$ cat config.mk
export PLATFORM = sky130hd
export DESIGN_NAME = router_top
export DESIGN_NICKNAME = d
export VERILOG_FILES = /design/src/rtl/router_pkg.sv /design/src/rtl/router_fifo.sv /design/src/rtl/router_top.sv
export SDC_FILE = /design/constraint.sdc
export NUM_CORES = 1
export LEC_CHECK = 0
export BUFFER_PORTS_ARGS = -buffer_cell sky130_fd_sc_hd__buf_4
export CAP_MARGIN = 20
export CORE_UTILIZATION = 62
export CTS_CLUSTER_DIAMETER = 30
export DETAILED_ROUTE_END_ITERATION = 10
export GPL_ROUTABILITY_DRIVEN = 1
export GPL_TIMING_DRIVEN = 1
export PLACE_DENSITY = 0.79
export REMOVE_ABC_BUFFERS = 1
export SYNTH_ARGS = -nofsm -noshare
export SYNTH_HDL_FRONTEND = slang
export SYNTH_HIERARCHICAL = 1
export SYNTH_SLANG_ARGS = --single-unit
$ cat constraint.sdc
create_clock -name clk -period 3.8 [get_ports clk]
set_clock_uncertainty 0.15 [all_clocks]
set_input_delay 0 -clock clk [delete_from_list [all_inputs] [get_ports clk]]
set_output_delay 0 -clock clk [all_outputs]
set_load 0.02 [all_outputs]
$ cat src/rtl/router_pkg.sv
// Shared definitions for the three-port packet router.
// Holds the router FSM state type, the header address codes, the port count
// and the default values of the top-level parameters.
package router_pkg;

    localparam int NUM_PORTS           = 3;
    localparam int DEF_FIFO_DEPTH      = 16;
    localparam int DEF_SOFT_RST_CYCLES = 30;

    localparam logic [1:0] ADDR_PORT0   = 2'd0;
    localparam logic [1:0] ADDR_PORT1   = 2'd1;
    localparam logic [1:0] ADDR_PORT2   = 2'd2;
    localparam logic [1:0] ADDR_INVALID = 2'd3;

    typedef enum logic [2:0] {
        DECODE,
        LOAD_FIRST,
        LOAD_DATA,
        FIFO_FULL,
        LOAD_AFTER_FULL,
        WAIT_TILL_EMPTY,
        CHECK_PARITY
    } state_t;

endpackage

$ cat src/rtl/router_fifo.sv
// One router output queue: DEPTH x 8 storage, registered read port and an
// idle timer that flushes the queue when nobody reads it for too long.
//
// Ports
//   clk, rst        clock, synchronous active-high reset
//   wr_en, wr_data  write strobe and byte (ignored when full)
//   rd_en           consumer read strobe (ignored when empty)
//   rd_data         registered head byte, loaded one edge after a read
//   empty, full     queue status from wrap-bit pointers
//   soft_flush      high in the cycle whose edge flushes the queue
module router_fifo
    import router_pkg::*;
#(
    parameter int DEPTH           = DEF_FIFO_DEPTH,
    parameter int SOFT_RST_CYCLES = DEF_SOFT_RST_CYCLES
) (
    input  logic       clk,
    input  logic       rst,
    input  logic       wr_en,
    input  logic [7:0] wr_data,
    input  logic       rd_en,
    output logic [7:0] rd_data,
    output logic       empty,
    output logic       full,
    output logic       soft_flush
);

    localparam int AW = $clog2(DEPTH);
    localparam int CW = $clog2(SOFT_RST_CYCLES + 1);
    localparam logic [CW-1:0] IDLE_RELOAD = CW'(SOFT_RST_CYCLES - 1);

    logic [7:0]    mem [DEPTH];
    logic [AW:0]   wr_ptr;
    logic [AW:0]   rd_ptr;
    logic [CW-1:0] idle_cnt;
    logic          idle;
    logic          do_wr;
    logic          do_rd;

    assign empty = (wr_ptr == rd_ptr);
    assign full  = (wr_ptr[AW] != rd_ptr[AW]) && (wr_ptr[AW-1:0] == rd_ptr[AW-1:0]);
    assign do_wr = wr_en && !full;
    assign do_rd = rd_en && !empty;

    // Idle = data waiting but not being read. The timer counts down from
    // SOFT_RST_CYCLES-1 so the flush lands on the SOFT_RST_CYCLES-th idle cycle.
    assign idle       = !empty && !rd_en;
    assign soft_flush = idle && (idle_cnt == '0);

    always_ff @(posedge clk) begin
        if (rst) begin
            wr_ptr   <= '0;
            rd_ptr   <= '0;
            idle_cnt <= IDLE_RELOAD;
            rd_data  <= '0;
        end else begin
            if (do_rd) begin
                rd_data <= mem[rd_ptr[AW-1:0]];
            end
            if (soft_flush) begin
                wr_ptr   <= '0;
                rd_ptr   <= '0;
                idle_cnt <= IDLE_RELOAD;
            end else begin
                if (do_wr) begin
                    wr_ptr <= wr_ptr + 1'b1;
                end
                if (do_rd) begin
                    rd_ptr <= rd_ptr + 1'b1;
                end
                if (idle) begin
                    idle_cnt <= idle_cnt - 1'b1;
                end else begin
                    idle_cnt <= IDLE_RELOAD;
                end
            end
        end
    end

    always_ff @(posedge clk) begin
        if (do_wr && !soft_flush) begin
            mem[wr_ptr[AW-1:0]] <= wr_data;
        end
    end

endmodule

$ cat src/rtl/router_top.sv
// Three-port packet router. Packets arrive as {len[7:2], addr[1:0]} header,
// len payload bytes and an XOR parity byte; the whole packet is copied into
// the output queue chosen by addr and the parity is checked on the way.
//
// Ports
//   clk, rst                    clock, synchronous active-high reset
//   pkt_valid, data_in          byte stream, pkt_valid low on the parity byte
//   read_en_0/1/2               consumer read strobes
//   data_out_0/1/2              registered read data per port
//   valid_out_0/1/2             port queue non-empty
//   busy                        source must hold data_in
//   err                         parity mismatch on the last packet
//
// state           | meaning
// DECODE          | idle, waiting for a header with a valid address
// WAIT_TILL_EMPTY | header latched, target queue still holds an older packet
// LOAD_FIRST      | write latched header, restart running parity
// LOAD_DATA       | stream payload, parity byte ends the packet
// FIFO_FULL       | target full, incoming byte parked in the hold register
// LOAD_AFTER_FULL | write the parked byte once space frees up
// CHECK_PARITY    | compare running and received parity into err
module router_top
    import router_pkg::*;
#(
    parameter int FIFO_DEPTH      = DEF_FIFO_DEPTH,
    parameter int SOFT_RST_CYCLES = DEF_SOFT_RST_CYCLES
) (
    input  logic       clk,
    input  logic       rst,
    input  logic       pkt_valid,
    input  logic [7:0] data_in,
    input  logic       read_en_0,
    input  logic       read_en_1,
    input  logic       read_en_2,
    output logic [7:0] data_out_0,
    output logic [7:0] data_out_1,
    output logic [7:0] data_out_2,
    output logic       valid_out_0,
    output logic       valid_out_1,
    output logic       valid_out_2,
    output logic       busy,
    output logic       err
);

    state_t               state;
    logic [7:0]           hdr_q;
    logic [1:0]           addr_q;
    logic [7:0]           hold_q;
    logic                 hold_pay_q;
    logic [7:0]           parity_q;
    logic [7:0]           rx_parity_q;
    logic                 drop_q;

    logic [NUM_PORTS-1:0] wr_en;
    logic [NUM_PORTS-1:0] rd_en;
    logic [NUM_PORTS-1:0] fifo_empty;
    logic [NUM_PORTS-1:0] fifo_full;
    logic [NUM_PORTS-1:0] fifo_flush;
    logic [7:0]           fifo_dout [NUM_PORTS];
    logic                 wr_req;
    logic [7:0]           wr_byte;
    logic                 tgt_empty;
    logic                 tgt_full;
    logic                 tgt_flush;
    logic                 in_empty;

    assign rd_en = {read_en_2, read_en_1, read_en_0};

    for (genvar i = 0; i < NUM_PORTS; i++) begin : g_port
        router_fifo #(
            .DEPTH          (FIFO_DEPTH),
            .SOFT_RST_CYCLES(SOFT_RST_CYCLES)
        ) u_fifo (
            .clk       (clk),
            .rst       (rst),
            .wr_en     (wr_en[i]),
            .wr_data   (wr_byte),
            .rd_en     (rd_en[i]),
            .rd_data   (fifo_dout[i]),
            .empty     (fifo_empty[i]),
            .full      (fifo_full[i]),
            .soft_flush(fifo_flush[i])
        );
    end

    assign data_out_0  = fifo_dout[0];
    assign data_out_1  = fifo_dout[1];
    assign data_out_2  = fifo_dout[2];
    assign valid_out_0 = !fifo_empty[0];
    assign valid_out_1 = !fifo_empty[1];
    assign valid_out_2 = !fifo_empty[2];

    // Status of the latched target and of the port named by an incoming header.
    always_comb begin
        tgt_empty = fifo_empty[2];
        tgt_full  = fifo_full[2];
        tgt_flush = fifo_flush[2];
        case (addr_q)
            ADDR_PORT0: begin
                tgt_empty = fifo_empty[0];
                tgt_full  = fifo_full[0];
                tgt_flush = fifo_flush[0];
            end
            ADDR_PORT1: begin
                tgt_empty = fifo_empty[1];
                tgt_full  = fifo_full[1];
                tgt_flush = fifo_flush[1];
            end
            default: ;
        endcase
        case (data_in[1:0])
            ADDR_PORT0: in_empty = fifo_empty[0];
            ADDR_PORT1: in_empty = fifo_empty[1];
            ADDR_PORT2: in_empty = fifo_empty[2];
            default:    in_empty = 1'b0;
        endcase
    end

    always_comb begin
        wr_req  = 1'b0;
        wr_byte = data_in;
        case (state)
            LOAD_FIRST: begin
                wr_req  = 1'b1;
                wr_byte = hdr_q;
            end
            LOAD_DATA:  wr_req = !tgt_full;
            LOAD_AFTER_FULL: begin
                wr_req  = 1'b1;
                wr_byte = hold_q;
            end
            default: ;
        endcase
        wr_en = '0;
        for (int i = 0; i < NUM_PORTS; i++) begin
            wr_en[i] = wr_req && (addr_q == 2'(i));
        end
    end

    // A flush of the target mid-packet abandons it. drop_q then swallows the
    // remaining bytes up to the parity byte so they are not taken as headers.
    always_ff @(posedge clk) begin
        if (rst) begin
            state       <= DECODE;
            busy        <= 1'b0;
            err         <= 1'b0;
            hdr_q       <= '0;
            addr_q      <= '0;
            hold_q      <= '0;
            hold_pay_q  <= 1'b0;
            parity_q    <= '0;
            rx_parity_q <= '0;
            drop_q      <= 1'b0;
        end else begin
            case (state)
                DECODE: begin
                    if (drop_q) begin
                        if (!pkt_valid) drop_q <= 1'b0;
                    end else if (pkt_valid && (data_in[1:0] != ADDR_INVALID)) begin
                        hdr_q  <= data_in;
                        addr_q <= data_in[1:0];
                        busy   <= 1'b1;
                        state  <= in_empty ? LOAD_FIRST : WAIT_TILL_EMPTY;
                    end
                end
                WAIT_TILL_EMPTY: begin
                    if (tgt_empty) state <= LOAD_FIRST;
                end
                LOAD_FIRST: begin
                    err      <= 1'b0;
                    parity_q <= hdr_q;
                    busy     <= 1'b0;
                    state    <= LOAD_DATA;
                end
                LOAD_DATA: begin
                    if (tgt_flush) begin
                        drop_q <= pkt_valid;
                        state  <= DECODE;
                    end else if (tgt_full) begin
                        hold_q     <= data_in;
                        hold_pay_q <= pkt_valid;
                        busy       <= 1'b1;
                        state      <= FIFO_FULL;
                    end else if (pkt_valid) begin
                        parity_q <= parity_q ^ data_in;
                    end else begin
                        rx_parity_q <= data_in;
                        busy        <= 1'b1;
                        state       <= CHECK_PARITY;
                    end
                end
                FIFO_FULL: begin
                    if (tgt_flush) begin
                        drop_q <= hold_pay_q;
                        busy   <= 1'b0;
                        state  <= DECODE;
                    end else if (!tgt_full) begin
                        state <= LOAD_AFTER_FULL;
                    end
                end
                LOAD_AFTER_FULL: begin
                    if (tgt_flush) begin
                        drop_q <= hold_pay_q;
                        busy   <= 1'b0;
                        state  <= DECODE;
                    end else if (hold_pay_q) begin
                        parity_q <= parity_q ^ hold_q;
                        busy     <= 1'b0;
                        state    <= LOAD_DATA;
                    end else begin
                        rx_parity_q <= hold_q;
                        state       <= CHECK_PARITY;
                    end
                end
                CHECK_PARITY: begin
                    err   <= (parity_q != rx_parity_q);
                    busy  <= 1'b0;
                    state <= DECODE;
                end
                default: begin
                    busy  <= 1'b0;
                    state <= DECODE;
                end
            endcase
        end
    end

endmodule

==> metrics.yaml <==
yosys:
  synth-seq-cells: 492
  yosysWarnings: 6
  synth_ff_type: "edfxtp_1"
  syn_area_um2: 21200
  syn_avg_cell_area_um2: 15.1
  synth_cell_types: 72
  yosysSeqAreaShare: 0.645
  synthCells: 1405
  synth_edf_count: 384
  synthArstFlopShare: 0
drt:
  finalWirelength_um: 46300
  ant_nets: 0
  wl_met3_um: 3560
  drc_errors: 0
  wl_met1_um: 18600
  dr.pass1.iters: 6
  drt-initial-drc-count: 1131
  wl_met2_um: 23000
  post_drt_wl_per_cell_um: 22.6
  viasPerCell: 6.21
  num_vias: 12701
  top_layer_used: "met4"
floorplan:
  io_pins: 43
  placeableCoreArea_um2: 33600
  start_util: 0.632
  dieArea_um2: 35000
  rows: 67
  die_x_um: 187
  die_y_um: 187
clock_tree:
  cts_buffers: 87
  cts_tree: "built"
  cts-root-buf: "clkbuf_16"
  post_cts_buffers: 0
  insertion_delay_ns: 0.60
  cts_buffer_depth: 3
  cts.reportedPaths.clkPinSlew_ns: 0.06
  htreeDepth: 3
  clock-sinks: 492
power_and_ir_drop:
  power_frac_clock: 0.417
  p_seq_frac: 0.377
  p_int_mw: 13.3
  p_leak_nw: 8.55
  p_sw_frac: 0.292
  peakVddDrop_v: 0.000644
  p_sw_mw: 5.46
  powerDensity_nw_per_um2: 736
  pwr-share-comb: 0.206
outcome:
  outcome: "finished, final reports clean"
placed_design:
  hpwl_um: 25800
  gp_congestion: 0.850
  io_buffers: 42
  dpl_cell_area_um2: 22100
sta:
  finalMaxSlewViolations: 0
  rsz0062_at_grt: "false"
  worstMarginPinSlew_ns: 1.14
  relSlewSlack: 0.237
  finalHoldViolations: 0
  timing.fmax_mhz: 276
  period_share: 0.952
  fin_crit_ns: 3.62
  setup_viol: 0
critical_path:
  crit_slowest_cell: "dlygate4sd3_1"
  required_ns: 4.12
  path_class: "register to register"
  slowest_delay_ns: 0.59
  critPathArrivalTime_ns: 3.94
  start_kind: "register"
  reg2reg_slack_ns: 0.18
  crit_chain: "xnor2_1, nand4_4, o21ai_1, inv_1, mux2_4, o21a_2, nor3_1, buf_4, mux2i_1, nor2_1, dlygate4sd3_1"
  r2r_start: "g_port[1].u_fifo/wr_ptr[3]$_SDFFE_PP0P_"
  r2r_cells: 11
  r2r_end: "hold_q[3]$_SDFFE_PP0P_"
  worstSetupEndpointType: "register"
  critPathMaxFanout: 15
finish:
  num-fill-cells: 1895
  final_common_cell: "edfxtp_1"
  final_cell_mix: "edfxtp_1 (384), dfxtp_1 (101), nor2_1 (99), clkbuf_16 (89), buf_4 (87)"
  post-route-util: 0.757
  layout.nets: 1560
  fin_area_um2: 25400
  drive_gt1_frac: 0.295
  area_growth_pct: 19.8
  diodes: 0
global_route:
  grt_start_max_net_pins: 62
  grt_pass1_wl_um: 72700
  grt_antenna_before_repair: 1
  grtUsageTotal: 0.270
  gr-total-overflow: 0
  grt_pass1_vias: 13292
worst_hold_path:
  hold_class: "input port to register"
  hold_path_end: "g_port[0].u_fifo/idle_cnt[4]$_SDFF_PP1_"
  hold_depth: 4
  min_from: "read_en_0"
run:
  cap_violations: 0
## flip-flops by register name, summed over array words and instances (netlist names), 8 cells and up
name,flops
parity_q,8
hold_q,8
g_port.u_fifo/rd_ptr,15
rx_parity_q,8
g_port.u_fifo/rd_data,24
hdr_q,8
g_port.u_fifo/wr_ptr,15
g_port.u_fifo/mem,384
g_port.u_fifo/idle_cnt,15
## repair_timing
item,4_1_cts,5_1_grt
resized for setup,0,4
setup endpoints to repair,0,2
hold buffers,19,0
hold endpoints to repair,257,0
## worst max path at each step
stage | start | to | slack (ns) | cells after the start
after global placement | g_port[2].u_fifo/idle_cnt[0]$_SDFF_PP1_ | busy$_SDFFE_PP0P_ | 0.74 | 11
after floorplan | g_port[0].u_fifo/rd_ptr[2]$_SDFFE_PP0P_ | hold_pay_q$_SDFFE_PP0P_ | -0.31 | 9
after CTS | g_port[1].u_fifo/wr_ptr[2]$_SDFFE_PP0P_ | hold_q[3]$_SDFFE_PP0P_ | 0.14 | 11
after detailed placement | g_port[1].u_fifo/wr_ptr[2]$_SDFFE_PP0P_ | parity_q[7]$_SDFFE_PP0P_ | 0.68 | 11
final | g_port[1].u_fifo/wr_ptr[3]$_SDFFE_PP0P_ | hold_q[3]$_SDFFE_PP0P_ | 0.18 | 11
after global routing | g_port[2].u_fifo/wr_ptr[2]$_SDFFE_PP0P_ | hold_q[3]$_SDFFE_PP0P_ | 0.04 | 11
## synth_stat cells (5+ instances only)
cell,number,area (µm²)
buf_4,7,52.6
xor2_1,18,158
ha_1,21,263
mux2i_1,24,240
o22ai_1,37,231
clkbuf_1,22,82.6
xnor2_1,32,280
nand2_1,39,146
nor3_2,27,270
a211oi_1,27,203
nand2b_1,21,131
inv_1,26,97.6
nand3_1,15,75.1
dfxtp_1,108,2160
nor3_1,57,285
or3_1,6,37.5
buf_1,5,18.8
mux4_2,72,1620
o21ai_1,7,35.0
nor2b_1,67,419
buf_6,11,124
o211ai_1,8,60.1
edfxtp_1,384,11500
nor2_1,99,372
nand4_1,5,31.3
a22oi_1,16,120
o31ai_1,6,45.0
a211oi_2,25,313
o21ai_0,28,140
mux2_2,56,631
buf_2,38,190
a21oi_1,21,105
## per-stage QoR
step | setup TNS [ns] | cells | setup WS, ns | power [mW] | hold WS (ns)
floorplan | -15.28 | 1321 | -0.310 | 9.40 | -0.0809
global placement | 0 | 1859 | 0.739 | 10.7 | 0.109
detailed placement | 0 | 1860 | 0.678 | 10.8 | 0.123
CTS | 0 | 2041 | 0.137 | 18.7 | 0.0698
global route | 0 | 2046 | 0.0394 | 19.4 | 0.0925
finish | 0 | 2046 | 0.181 | 18.7 | 0.0874
## critical path: cells and delay by family, from the launching register on
family	cells	cell delay, ns
AO/OA/AOI/OAI	2	0.61
XOR/XNOR	1	0.22
buffers and inverters	3	0.97
flip-flops	1	0.52
multiplexers	2	0.49
AND/OR/NAND/NOR	3	0.52
## power by group through the flow
stage	clock (mW)	combinational, mW	sequential (mW)
floorplan	0	2.03	7.37
global placement	0	3.56	7.13
detailed placement	0	3.69	7.15
CTS	7.89	3.77	7.05
global route	8.15	4.14	7.08
finish	7.81	3.86	7.05
## area by class of cell
class | count | area [µm²] | share of cell area
Sequential cell | 492 | 13700 | 0.539
Multi-Input combinational cell | 803 | 7050 | 0.277
Clock buffer | 102 | 2360 | 0.0926
Timing Repair Buffer | 115 | 1010 | 0.0396
Clock inverter | 60 | 664 | 0.0261
Tap cell | 448 | 561 | 0.0220
Inverter | 26 | 97.6 | 0.00384
## layer usage
metal | vias to the layer above | global-route usage
li1 | 5684 | -
met1 | 6340 | 0.352
met2 | 573 | 0.446
met3 | 104 | 0.0597
met4 | 0 | 0.100
met5 | - | 0
## kinds of logic after synthesis
logic type	synth area share
DFF	0.645
buffers and inverters	0.0269
muxes	0.121
xor gates and xnor gates	0.0229
adders and majority gates	0.0124
AOI/OAI and AO/OA	0.0740
and+or+nand+nor	0.0976
No activity file was read; power rests on OpenSTA's default activity.
